[src/rtl/int_ctrl_if.sv]
// Clock/reset bundle for int_ctrl: clk plus asynchronous active-low n_reset.
interface sys_if;
  logic clk;
  logic n_reset;
  modport dut (input clk, input n_reset);
endinterface

[src/rtl/int_ctrl.sv]
// Interrupt/reset controller ahead of the CPU sequencer: pin sync, NMI edge latch, arbitration, req/ack handoff.
// Optional build macro INT_NMI_HIJACK_EN: a pending NMI retargets an IRQ/BRK vector until vec_lock.
module int_ctrl #(
  parameter int          SYNC_STAGES = 2,
  parameter logic [15:0] RST_VEC     = 16'hFFFC,
  parameter logic [15:0] NMI_VEC     = 16'hFFFA,
  parameter logic [15:0] IRQ_VEC     = 16'hFFFE
) (
  sys_if.dut          sys,
  input  logic        n_nmi,
  input  logic        n_irq,
  input  logic        p_i,
  input  logic        int_poll,
  input  logic        brk,
  input  logic        int_ack,
  input  logic        vec_lock,
  input  logic        int_done,
  output logic        int_req,
  output logic [1:0]  int_type,
  output logic [15:0] vec_addr,
  output logic        b_flag,
  output logic        nmi_pending
);

  typedef enum logic [1:0] {RST_PEND, IDLE, REQ, SERVICE} state_t;

  localparam logic [1:0] T_RST = 2'd0;
  localparam logic [1:0] T_NMI = 2'd1;
  localparam logic [1:0] T_IRQ = 2'd2;
  localparam logic [1:0] T_BRK = 2'd3;

  state_t                 state;
  logic [SYNC_STAGES-1:0] nmi_sync;
  logic [SYNC_STAGES-1:0] irq_sync;
  logic                   nmi_prev;
  logic                   nmi_pend;
  logic                   nmi_edge;
  logic                   irq_low;
  logic                   nmi_clr;
  logic                   hijack_go;
  logic                   win_vld;
  logic [1:0]             win_type;

  function automatic logic [15:0] vec_of(input logic [1:0] t);
    case (t)
      T_RST:   vec_of = RST_VEC;
      T_NMI:   vec_of = NMI_VEC;
      default: vec_of = IRQ_VEC;
    endcase
  endfunction

  // Sync and edge-history flops idle high so a pin held low through reset yields one edge after release.
  always_ff @(posedge sys.clk or negedge sys.n_reset) begin
    if (!sys.n_reset) begin
      nmi_sync <= '1;
      irq_sync <= '1;
      nmi_prev <= 1'b1;
    end else begin
      nmi_sync <= {nmi_sync[SYNC_STAGES-2:0], n_nmi};
      irq_sync <= {irq_sync[SYNC_STAGES-2:0], n_irq};
      nmi_prev <= nmi_sync[SYNC_STAGES-1];
    end
  end

  assign nmi_edge = nmi_prev & ~nmi_sync[SYNC_STAGES-1];
  assign irq_low  = ~irq_sync[SYNC_STAGES-1];

`ifdef INT_NMI_HIJACK_EN
  logic vec_locked;

  always_ff @(posedge sys.clk or negedge sys.n_reset) begin
    if (!sys.n_reset)
      vec_locked <= 1'b0;
    else if (state == SERVICE && int_done)
      vec_locked <= 1'b0;
    else if (state == SERVICE && vec_lock)
      vec_locked <= 1'b1;
  end

  // A vec_lock on the same cycle already fixes the vector, so it blocks the switch.
  assign hijack_go = (state == SERVICE) && !int_done && nmi_pend &&
                     ((int_type == T_IRQ) || (int_type == T_BRK)) &&
                     !vec_locked && !vec_lock;
`else
  logic unused_vec_lock;
  assign unused_vec_lock = vec_lock;
  assign hijack_go       = 1'b0;
`endif

  assign nmi_clr = ((state == REQ) && int_ack && (int_type == T_NMI)) || hijack_go;

  // A fresh edge wins over a clear on the same cycle.
  always_ff @(posedge sys.clk or negedge sys.n_reset) begin
    if (!sys.n_reset)
      nmi_pend <= 1'b0;
    else
      nmi_pend <= nmi_edge | (nmi_pend & ~nmi_clr);
  end

  assign nmi_pending = nmi_pend;

  always_comb begin
    win_vld  = 1'b0;
    win_type = T_RST;
    if (int_poll || brk) begin
      if (nmi_pend) begin
        win_vld  = 1'b1;
        win_type = T_NMI;
      end else if (brk) begin
        win_vld  = 1'b1;
        win_type = T_BRK;
      end else if (int_poll && irq_low && !p_i) begin
        win_vld  = 1'b1;
        win_type = T_IRQ;
      end
    end
  end

  always_ff @(posedge sys.clk or negedge sys.n_reset) begin
    if (!sys.n_reset) begin
      state    <= RST_PEND;
      int_req  <= 1'b1;
      int_type <= T_RST;
      vec_addr <= RST_VEC;
      b_flag   <= 1'b0;
    end else begin
      case (state)
        RST_PEND: if (int_ack) begin
          state   <= SERVICE;
          int_req <= 1'b0;
        end
        IDLE: if (win_vld) begin
          state    <= REQ;
          int_req  <= 1'b1;
          int_type <= win_type;
          vec_addr <= vec_of(win_type);
          b_flag   <= (win_type == T_BRK);
        end
        REQ: if (int_ack) begin
          state   <= SERVICE;
          int_req <= 1'b0;
        end
        SERVICE: begin
          if (int_done)
            state <= IDLE;
          else if (hijack_go) begin
            int_type <= T_NMI;
            vec_addr <= NMI_VEC;
          end
        end
        default: begin
          state   <= RST_PEND;
          int_req <= 1'b1;
        end
      endcase
    end
  end

endmodule

[src/flat_wrapper.sv]
// flat-port wrapper written by rule: the top's interface ports become plain ports
module int_ctrl_flat 
#(
  parameter int          SYNC_STAGES = 2,
  parameter logic [15:0] RST_VEC     = 16'hFFFC,
  parameter logic [15:0] NMI_VEC     = 16'hFFFA,
  parameter logic [15:0] IRQ_VEC     = 16'hFFFE
)
  (n_nmi, n_irq, p_i, int_poll, brk, int_ack, vec_lock, int_done, int_req, int_type, vec_addr, b_flag, nmi_pending, sys_clk, sys_n_reset);
  sys_if sys_i ();
  input  logic n_nmi;
  input  logic n_irq;
  input  logic p_i;
  input  logic int_poll;
  input  logic brk;
  input  logic int_ack;
  input  logic vec_lock;
  input  logic int_done;
  output logic int_req;
  output logic [1:0] int_type;
  output logic [15:0] vec_addr;
  output logic b_flag;
  output logic nmi_pending;
  input wire logic [$bits(sys_i.clk)-1:0] sys_clk;
  input wire logic [$bits(sys_i.n_reset)-1:0] sys_n_reset;
  assign sys_i.clk = sys_clk;
  assign sys_i.n_reset = sys_n_reset;
  int_ctrl #(.SYNC_STAGES(SYNC_STAGES), .RST_VEC(RST_VEC), .NMI_VEC(NMI_VEC), .IRQ_VEC(IRQ_VEC)) u_core (.sys(sys_i), .n_nmi(n_nmi), .n_irq(n_irq), .p_i(p_i), .int_poll(int_poll), .brk(brk), .int_ack(int_ack), .vec_lock(vec_lock), .int_done(int_done), .int_req(int_req), .int_type(int_type), .vec_addr(vec_addr), .b_flag(b_flag), .nmi_pending(nmi_pending));
endmodule
[config.mk]
export PLATFORM = sky130hd
export DESIGN_NAME = int_ctrl_flat
export DESIGN_NICKNAME = d
export VERILOG_FILES = /design/src/rtl/int_ctrl_if.sv /design/src/rtl/int_ctrl.sv /design/src/flat_wrapper.sv
export SDC_FILE = /design/constraint.sdc
export NUM_CORES = 1
export LEC_CHECK = 0
export CAP_MARGIN = 20
export CORE_MARGIN = 10
export CORE_UTILIZATION = 39
export CTS_CLUSTER_DIAMETER = 80
export DETAILED_ROUTE_END_ITERATION = 8
export PLACE_DENSITY_LB_ADDON = 0.1
export SLEW_MARGIN = 20
export SYNTH_ARGS = -nofsm -noshare
export SYNTH_HDL_FRONTEND = slang
export SYNTH_SLANG_ARGS = --single-unit
[constraint.sdc]
create_clock -name sys_clk -period 1.7 [get_ports sys_clk]
set_input_delay 0.17 -clock sys_clk [delete_from_list [all_inputs] [get_ports sys_clk]]
set_output_delay 0.17 -clock sys_clk [all_outputs]
set_load 0.05 [all_outputs]
After elaboration in Yosys (flattened, before gate mapping)
Index checks and enable logic that the tools add are counted.
- add/subtract/negate cells: 0
- $mul: 0
- divide/modulo/power cells: 0
- order comparisons: 0
- equal/unequal tests: 9
- shift-type cells: 0
- muxes and demuxes: 16
- bitwise gates (word level): 6
- reductions and logical operators: 13
- operator list (operator ; count):
    2-to-1 mux 2 bit ; 7
    equality test 2 x 1 -> 1 bit (second input constant) ; 3
    equality test 2 bit (second input constant) ; 3
    2-to-1 mux 1 bit ; 6
    case mux 2 bit (3 select lines) ; 1
    case mux 3 bit (2 select lines) ; 1
    AND reduction 3 bit ; 2
    logical AND 1 bit ; 4
    logical NOT 2 bit ; 2
    inequality test 2 x 1 -> 1 bit (second input constant) ; 2
    inverter 1 bit ; 3
    AND 1 bit ; 2
    inequality test 2 bit (second input constant) ; 1
    case mux 1 bit (2 select lines) ; 1
    AND reduction 2 bit ; 1
    nonzero test 2 bit ; 1
    OR reduction 2 bit ; 1
    logical NOT 1 bit ; 1
    logical OR 1 bit ; 1
    OR 1 bit ; 1
- register bits after elaboration: 28
- latch bits: 0
- RAM bits: 0
- ROM bits: 0
- input port bits: 10
- output and inout bits: 21
- logic and storage cells: 53
- memories kept: 0

Logic depth before layout (Yosys ltp)
Gate-level depths: netlist of run 1.
- depth after elaboration: 9
- gate-level depth with buffers: 3
- gate-level depth less buffers: 3

Worst setup path before layout of run 1
OpenSTA, ideal clock, no wires.
- path type: reg2reg
- start point: register u_core.nmi_pend, in the netlist u_core.nmi_pending
- end point: register u_core.vec_addr[1]
- library setup time: 124 ps
- data arrival time: 1248 ps
- data required time: 1576 ps
- path slack: 328 ps
- cell stages (with the launch flop): 3
- buffers on the path: 0
- period minus slack after synthesis: 1372 ps
- cells stage by stage: dfrtp_1 o311a_4 or2_1
- longest elaborated chain between the ends: 4
- elaborated cells on any way between the ends: 8
- classes of those cells: 1 x eq/ne; 5 x mux; 2 x reduce/logical
- RTL lines (what ; RTL line ; RTL):
    from (decl) ; int_ctrl.sv:36 ; logic nmi_pend;
    from (signal assigned) ; int_ctrl.sv:97 ; nmi_pend <= nmi_edge | (nmi_pend & ~nmi_clr);
    2-to-1 mux 2 bit ; int_ctrl.sv:106 ; if (nmi_pend) begin
    2-to-1 mux 2 bit ; int_ctrl.sv:105 ; if (int_poll || brk) begin
    equality test 2 x 1 -> 1 bit or logical NOT 2 bit (tied branches) ; int_ctrl.sv:45 ; case (t)
    case mux 3 bit (2 select lines) ; int_ctrl.sv:45 ;
    to (signal assigned) ; int_ctrl.sv:136 ; vec_addr <= vec_of(win_type);
    to (decl) ; int_ctrl.sv:20 ; output logic [15:0] vec_addr,
Parallel ways exist; a longest one is shown, timed or not.
A chain may end at the register's enable or synchronous reset.

Worst setup path in the final report of run 1
- start point: register u_core.irq_sync[1]
- end point: register u_core.vec_addr[1]
- longest elaborated chain between the ends: 9
- elaborated cells on any way between the ends: 15
- classes of those cells: 1 x eq/ne; 9 x mux; 1 x bitwise; 4 x reduce/logical
- RTL lines (what ; RTL line ; RTL):
    from (decl) ; int_ctrl.sv:34 ; logic [SYNC_STAGES-1:0] irq_sync;
    from (signal assigned) ; int_ctrl.sv:60 ; irq_sync <= {irq_sync[SYNC_STAGES-2:0], n_irq};
    inverter 1 bit (*) ; int_ctrl.sv:66 ; assign irq_low = ~irq_sync[SYNC_STAGES-1];
    logical AND 1 bit (*) (2 in series) ; int_ctrl.sv:112 ; end else if (int_poll && irq_low && !p_i) begin
    2-to-1 mux 2 bit ; int_ctrl.sv:112 ;
    2-to-1 mux 2 bit ; int_ctrl.sv:109 ; end else if (brk) begin
    2-to-1 mux 2 bit ; int_ctrl.sv:106 ;
    2-to-1 mux 2 bit ; int_ctrl.sv:105 ;
    equality test 2 x 1 -> 1 bit or logical NOT 2 bit (tied branches) ; int_ctrl.sv:45 ;
    case mux 3 bit (2 select lines) ; int_ctrl.sv:45 ;
Mark *: on every way between the ends. The rest lies on a longest branch, timed or not.

==> metrics, run 1 <==
CTS clock-pin slew for the worst setup and hold paths 0.08 ns; area delta synth->final 19.2%; # Post-CTS Setup Buffers 0; type of origin of the critical path flip-flop; Die Height 61.5 microns; Routed WL per cell 14.0 microns; post-synthesis mux area share 0; die area 0.00378 sq mm; HPWL Detailed 1.05 mm; Final #Nets 89; Tmin final 1.24 ns; Setup Skew 0.00596 ns; initial antenna violation count 0; GPL Wtd Cong 0.738; sequential area share after synthesis 0.535; Worst slew margin 0.586; htree depth 1; Power Density 1740 mW/mm^2; TritonCTS clock tree done; ANT cells 0; max-cap violations 0; Vias/cell 4.47; clock latency at the later pin of the worst-skew pair 0.27 ns; core area 0.00156 sq mm; peak supply drop 0.000766 V; Fill cells 160; FMAX 807 MHz; final setup violating endpoints 0; layout cells sized above 1 0.282; synthesized-area fraction occupied by adder cells 0; unrepaired setup endpoints after global routing no; routed vias 420; final std cells w/o fill 94; synthesized instance count 61; XOR/XNOR share of the synthesized area 0; Antenna Nets Post-Route 0; Simple-Gate Fraction of Synth Area 0.116; Synth Flop Type dfstp_2; Tightest Hold Check Type in -> async; Worst-Margin Slew 0.619 ns; final wirelength 1.32 mm; syn avg cell area 11.0 sq um; gr usage total 0.0736; Core Rows 14; I/O pins 31; CTS Buffer Depth 2; crit end category flip-flop; Crit Path Max Fanout 4; Crit path max-delay family flip-flops; grt ovf 0; status complete, no violations; DR pass1 iterations 4; ys async rst share 1.00; top cell type's share of synthesized area 0.274; Synth area leaders dfstp_2 27%, dfrtp_1 26%, buf_4 16%; top cells by count, synth 14 x buf_4, 7 x dfrtp_1, 7 x dfstp_2; WP data arrival 1.40 ns; leading area contributor after synthesis dfstp_2; PortBufs 15; Worst R2R Setup Slack 0.46 ns; Synth Area in Compound Gates 0.159; starting density of the core 0.430; CTS resizes 0; DP Cell Count 90; most frequent cell after synthesis buf_4; Slew Limit Fails 0; main combinational cell family by area after synthesis buffers and inverters; largest net degree at the start of global routing 15; Clock Sinks 14; Cell variety after synth 24; hold_buf cts 0; Iter 0 DRT Violations 5; slowest CP cell dfstp_2; CP cell instances nor2_1, o311a_4, or2_1; leak pwr 0.360 nW; Post-synth EDFFs 0; clock root buffer clkbuf_4; critical path buffer and inverter count 0; CP required 1.86 ns; Post-Syn Area 671 sq um; first-pass GRT wire length 2.09 mm; CP max stage delay 0.53 ns; Post-route DRC 0; Die Wd 61.5 microns; Ys Warns 0; setup TNS 0 ns; CP Class reg -> reg; vias in the first global route 463; final period utilization 0.729; final hold vios 0; CTS Buf Count 3; #FFs+latches synth 14
flip-flops by register name (all words and copies together), names as in the netlist:
signal	flops
u_core.vec_addr	2
u_core.irq_sync	2
u_core.int_type	2
u_core.state	2
u_core.nmi_sync	2
u_core.nmi_pending	1
u_core.nmi_prev	1
u_core.b_flag	1
u_core.int_req	1
cells in the final DEF, fill, tap and decap left out, drive strengths merged:
cell | netlist | final
conb | 2 | 14
clkdlybuf4s50 | 0 | 8
buf | 14 | 7
dfrtp | 7 | 7
dfstp | 7 | 7
inv | 4 | 4
nor2 | 4 | 4
clkbuf | 0 | 4
o31ai | 3 | 3
a21oi | 3 | 3
o21ai | 2 | 2
and2b | 2 | 2
or2 | 2 | 2
nand2b | 1 | 1
nand2 | 1 | 1
o311a | 1 | 1
o2bb2ai | 1 | 1
nor3b | 1 | 1
and3 | 1 | 1
nand3 | 1 | 1
a21o | 1 | 1
a211oi | 1 | 1
a31oi | 1 | 1
o21a | 1 | 1
kinds of logic (layout without fill, tap and decap cells):
family                 count (synthesis)  after routing
AO/OA/AOI/OAI                         14             14
buffers and inverters                 18             23
flip-flops                            14             14
other                                  2             14
AND/OR/NAND/NOR                       13             13
worst reg2reg max path: cells and delay by family, from the launching register on:
| family | cells | cell delay (ns) |
|---|---|---|
| AO/OA/AOI/OAI | 1 | 0.32 |
| AND/OR/NAND/NOR | 2 | 0.27 |
| flip-flops | 1 | 0.53 |
power breakdown:
part | internal [mW] | switching, mW | total (mW)
Combinational | 0.207 | 0.425 | 0.631
Sequential | 0.445 | 0.0821 | 0.527
Clock | 0.130 | 0.0993 | 0.229
Total | 0.782 | 0.606 | 1.39
through the flow:
stage               area, sq um  utilization  total power [mW]  setup slack [ns]  hold slack [ns]
global placement            763        0.490              1.16             0.242            0.346
floorplan                   716            -              1.01             0.328           -0.126
CTS                         800        0.513              1.41             0.455            0.286
finish                      800        0.513              1.39             0.461            0.277
global route                800        0.513              1.48             0.424            0.288
detailed placement          763        0.490              1.17             0.240            0.348
routing by layer:
layer / vias up / global-route usage / part of all wire
li1: 210 / - / -
met1: 193 / 0.0758 / 0.42
met2: 17 / 0.120 / 0.47
met3: 0 / 0.0514 / 0.11
met4: 0 / 0.0191 / 0
met5: - / 0 / 0
cell type report:
cell class                 count  area, sq um  area share
tap                           16         20.0      0.0250
clock buffer                   4         36.3      0.0454
inverter                       4         15.0      0.0188
timing repair buffer          15          133       0.166
sequential                    14          359       0.449
multi-input combinational     41          236       0.296
final timing paths:
check                                                   from                             end  depth (start not counted)
max in group asynchronous                        sys_n_reset  u_core.vec_addr[1]$_DFFE_PN0P_                          1
worst max-delay path            u_core.irq_sync[1]$_DFF_PN1_  u_core.vec_addr[1]$_DFFE_PN0P_                          3
min in group sys_clk                                   n_irq    u_core.irq_sync[0]$_DFF_PN1_                          1
worst min register to register  u_core.irq_sync[0]$_DFF_PN1_    u_core.irq_sync[1]$_DFF_PN1_                          0
worst max register to register  u_core.irq_sync[1]$_DFF_PN1_  u_core.vec_addr[1]$_DFFE_PN0P_                          3
worst min-delay path                             sys_n_reset  u_core.int_type[1]$_DFFE_PN0P_                          1
Power figures use the tool's default switching activity.
==> inputs of run 2 (changes only) <==
clock period = 1.19 ns   (was 1.7 ns; I/O delays follow)
==> run 2 against run 1 <==
The run now ends with negative setup slack left. Routed wire length is 5.2% higher. Non-clock buffer count grew 4. Register-to-register slack got worse by 0.49 ns. Cell count rose by 4.3%. Global-route usage grew 0.55 points. Maximum frequency increased by 1.8%. Clock power is 21% higher. Combinational power grew 87%. First-iteration DRC count rose by 40%. Clock-buffer cell count did not move. Worst setup slack worse by 0.49 ns. Critical endpoint unchanged.
==> metrics, run 2 (same netlist as run 1, synthesis figures left out) <==
final setup violating endpoints 1 (+1); hold slack 0.142 ns (-0.135 ns); final std cells w/o fill 98 (+4.3%); GPL Wtd Cong 0.739 (+0.15%); Tmin final 1.22 ns (-0.0214 ns); CP max stage delay 0.54 ns (about the same); hold_buf cts 0 (unchanged); crit end category flip-flop; gr usage total 0.0791 (+0.00551); violated checks negative setup slack; CTS clock-pin slew for the worst setup and hold paths 0.09 ns (about the same); core area 0.00156 sq mm (unchanged); Crit. Startpoint u_core.irq_sync[1]$_DFF_PN1_; final wirelength 1.39 mm (+5.2%); RR Startpoint u_core.irq_sync[1]$_DFF_PN1_; CP required 1.36 ns (-0.50 ns); DR pass1 iterations 4 (unchanged); setup TNS -0.0280 ns (-0.0280 ns); vias in the first global route 464 (+0.22%); TritonCTS clock tree done; dpl ws -0.128 ns (-0.368 ns); setup ws final -0.0280 ns (-0.489 ns); area delta synth->final 35.8%; Fill cells 137 (-14%); max-cap violations 0 (unchanged); type of origin of the critical path flip-flop; PortBufs 15 (unchanged); Antenna Nets Post-Route 0 (unchanged); design area 911 sq um (+14%); status complete, but fails checks; Post-Route Utilization 0.584 (+0.0714); I/O pins 31 (unchanged); Tightest Hold Check Type in -> async; Setup Skew 0.0114 ns (+0.00539 ns); critical path buffer and inverter count 0 (unchanged); clock root buffer clkbuf_4; Vias/cell 4.62 (+3.5%); Post-route DRC 0 (unchanged); DP Cell Count 94 (+4.4%); Placed Instance Area 882 sq um (+16%); Power Density 2460 mW/mm^2 (+42%); first-pass GRT wire length 2.19 mm (+4.6%); Slew Limit Fails 0 (unchanged); CP cell instances nor2_2, o311a_4, or2_1; Final #Nets 93 (+4.5%); largest net degree at the start of global routing 15 (unchanged); Routed WL per cell 14.1 microns (+0.95%); grt ovf 0 (unchanged); die area 0.00378 sq mm (unchanged); clock latency at the later pin of the worst-skew pair 0.28 ns (about the same); peak supply drop 0.00153 V (+100%); Core Rows 14 (unchanged); initial antenna violation count 0 (unchanged); Die Wd 61.5 microns (unchanged); most used cells in the layout excluding fill and tap cells 14 x conb_1, 8 x clkdlybuf4s50_1, 7 x buf_12, 7 x dfstp_2, 6 x dfrtp_1; commonest non-fill, non-tap cell in the layout conb_1; ANT cells 0 (unchanged); slowest CP cell dfstp_2; Iter 0 DRT Violations 7 (+2); routed vias 453 (+7.9%); CP Class reg -> reg; CTS Buffer Depth 2 (unchanged); final hold vios 0 (unchanged); Crit path max-delay family flip-flops; Total Power 2.24 mW (+62%); layout cells sized above 1 0.329 (+0.0472); final period utilization 1.02 (+0.294); Die Height 61.5 microns (unchanged); WP data arrival 1.39 ns (about the same); htree depth 1 (unchanged); leak pwr 0.406 nW (+13%); Clock Sinks 14 (unchanged); unrepaired setup endpoints after global routing yes; CTS Buf Count 3 (unchanged); starting density of the core 0.430 (unchanged); FMAX 821 MHz (+1.8%); # Post-CTS Setup Buffers 0 (unchanged); HPWL Detailed 1.11 mm (+6.0%); Crit Path Max Fanout 4 (unchanged)
run 2: changes by cell type in the layout (fill, tap and decap cells not counted):
cell,previous run,this run
buf_12,0,7
nor2_1,4,3
buf_4,7,4
dfrtp_2,0,1
dfrtp_1,7,6
clkbuf_1,0,1
clkbuf_8,1,0
nor2_2,0,1
run 2: worst paths after layout:
kind                                                       end  slack [ns]  cells past startpoint
worst max-delay path            u_core.vec_addr[1]$_DFFE_PN0P_       -0.03                      3
worst min-delay path            u_core.vec_addr[1]$_DFFE_PN0P_        0.14                      2
worst max register to register  u_core.vec_addr[1]$_DFFE_PN0P_       -0.03                      3
worst min register to register    u_core.irq_sync[1]$_DFF_PN1_        0.36                      0
max in group asynchronous         u_core.irq_sync[0]$_DFF_PN1_        0.80                      2
min in group sys_clk              u_core.nmi_sync[0]$_DFF_PN1_        0.25                      1
run 2: final cells by class:
| type | count | area [sq um] | share of cell area |
|---|---|---|---|
| Sequential cell | 14 | 360 | 0.396 |
| Timing Repair Buffer | 19 | 250 | 0.275 |
| Multi-Input combinational cell | 41 | 239 | 0.262 |
| Clock buffer | 4 | 26.3 | 0.0288 |
| Tap cell | 16 | 20.0 | 0.0220 |
| Inverter | 4 | 15.0 | 0.0165 |
run 2: metal layers:
| layer | vias up | part of all wire | GRT usage | wire length, microns |
|---|---|---|---|---|
| met5 | - | 0 | 0 | 0 |
| li1 | 218 | - | - | - |
| met2 | 19 | 0.46 | 0.124 | 631 |
| met1 | 212 | 0.41 | 0.0831 | 574 |
| met4 | 0 | 0.019 | 0.0382 | 27 |
| met3 | 4 | 0.11 | 0.0473 | 152 |
run 2: timing repair:
item                                    4_1_cts  5_1_grt
endpoints found under the setup margin        1        2
endpoints found under the hold margin         0        0
resized for setup                             1        0
run 2: worst register-to-register path, stage by stage, from the launching register on:
cell and delay (ns):
dfstp_2 0.54, nor2_2 0.05, o311a_4 0.32, or2_1 0.22
run 2: power breakdown:
group / switching, mW / internal, mW / leakage, nW
registers: 0.145 / 0.641 / 0.149
clock network: 0.148 / 0.130 / 0.0150
logic: 0.641 / 0.539 / 0.242
total: 0.934 / 1.31 / 0.406
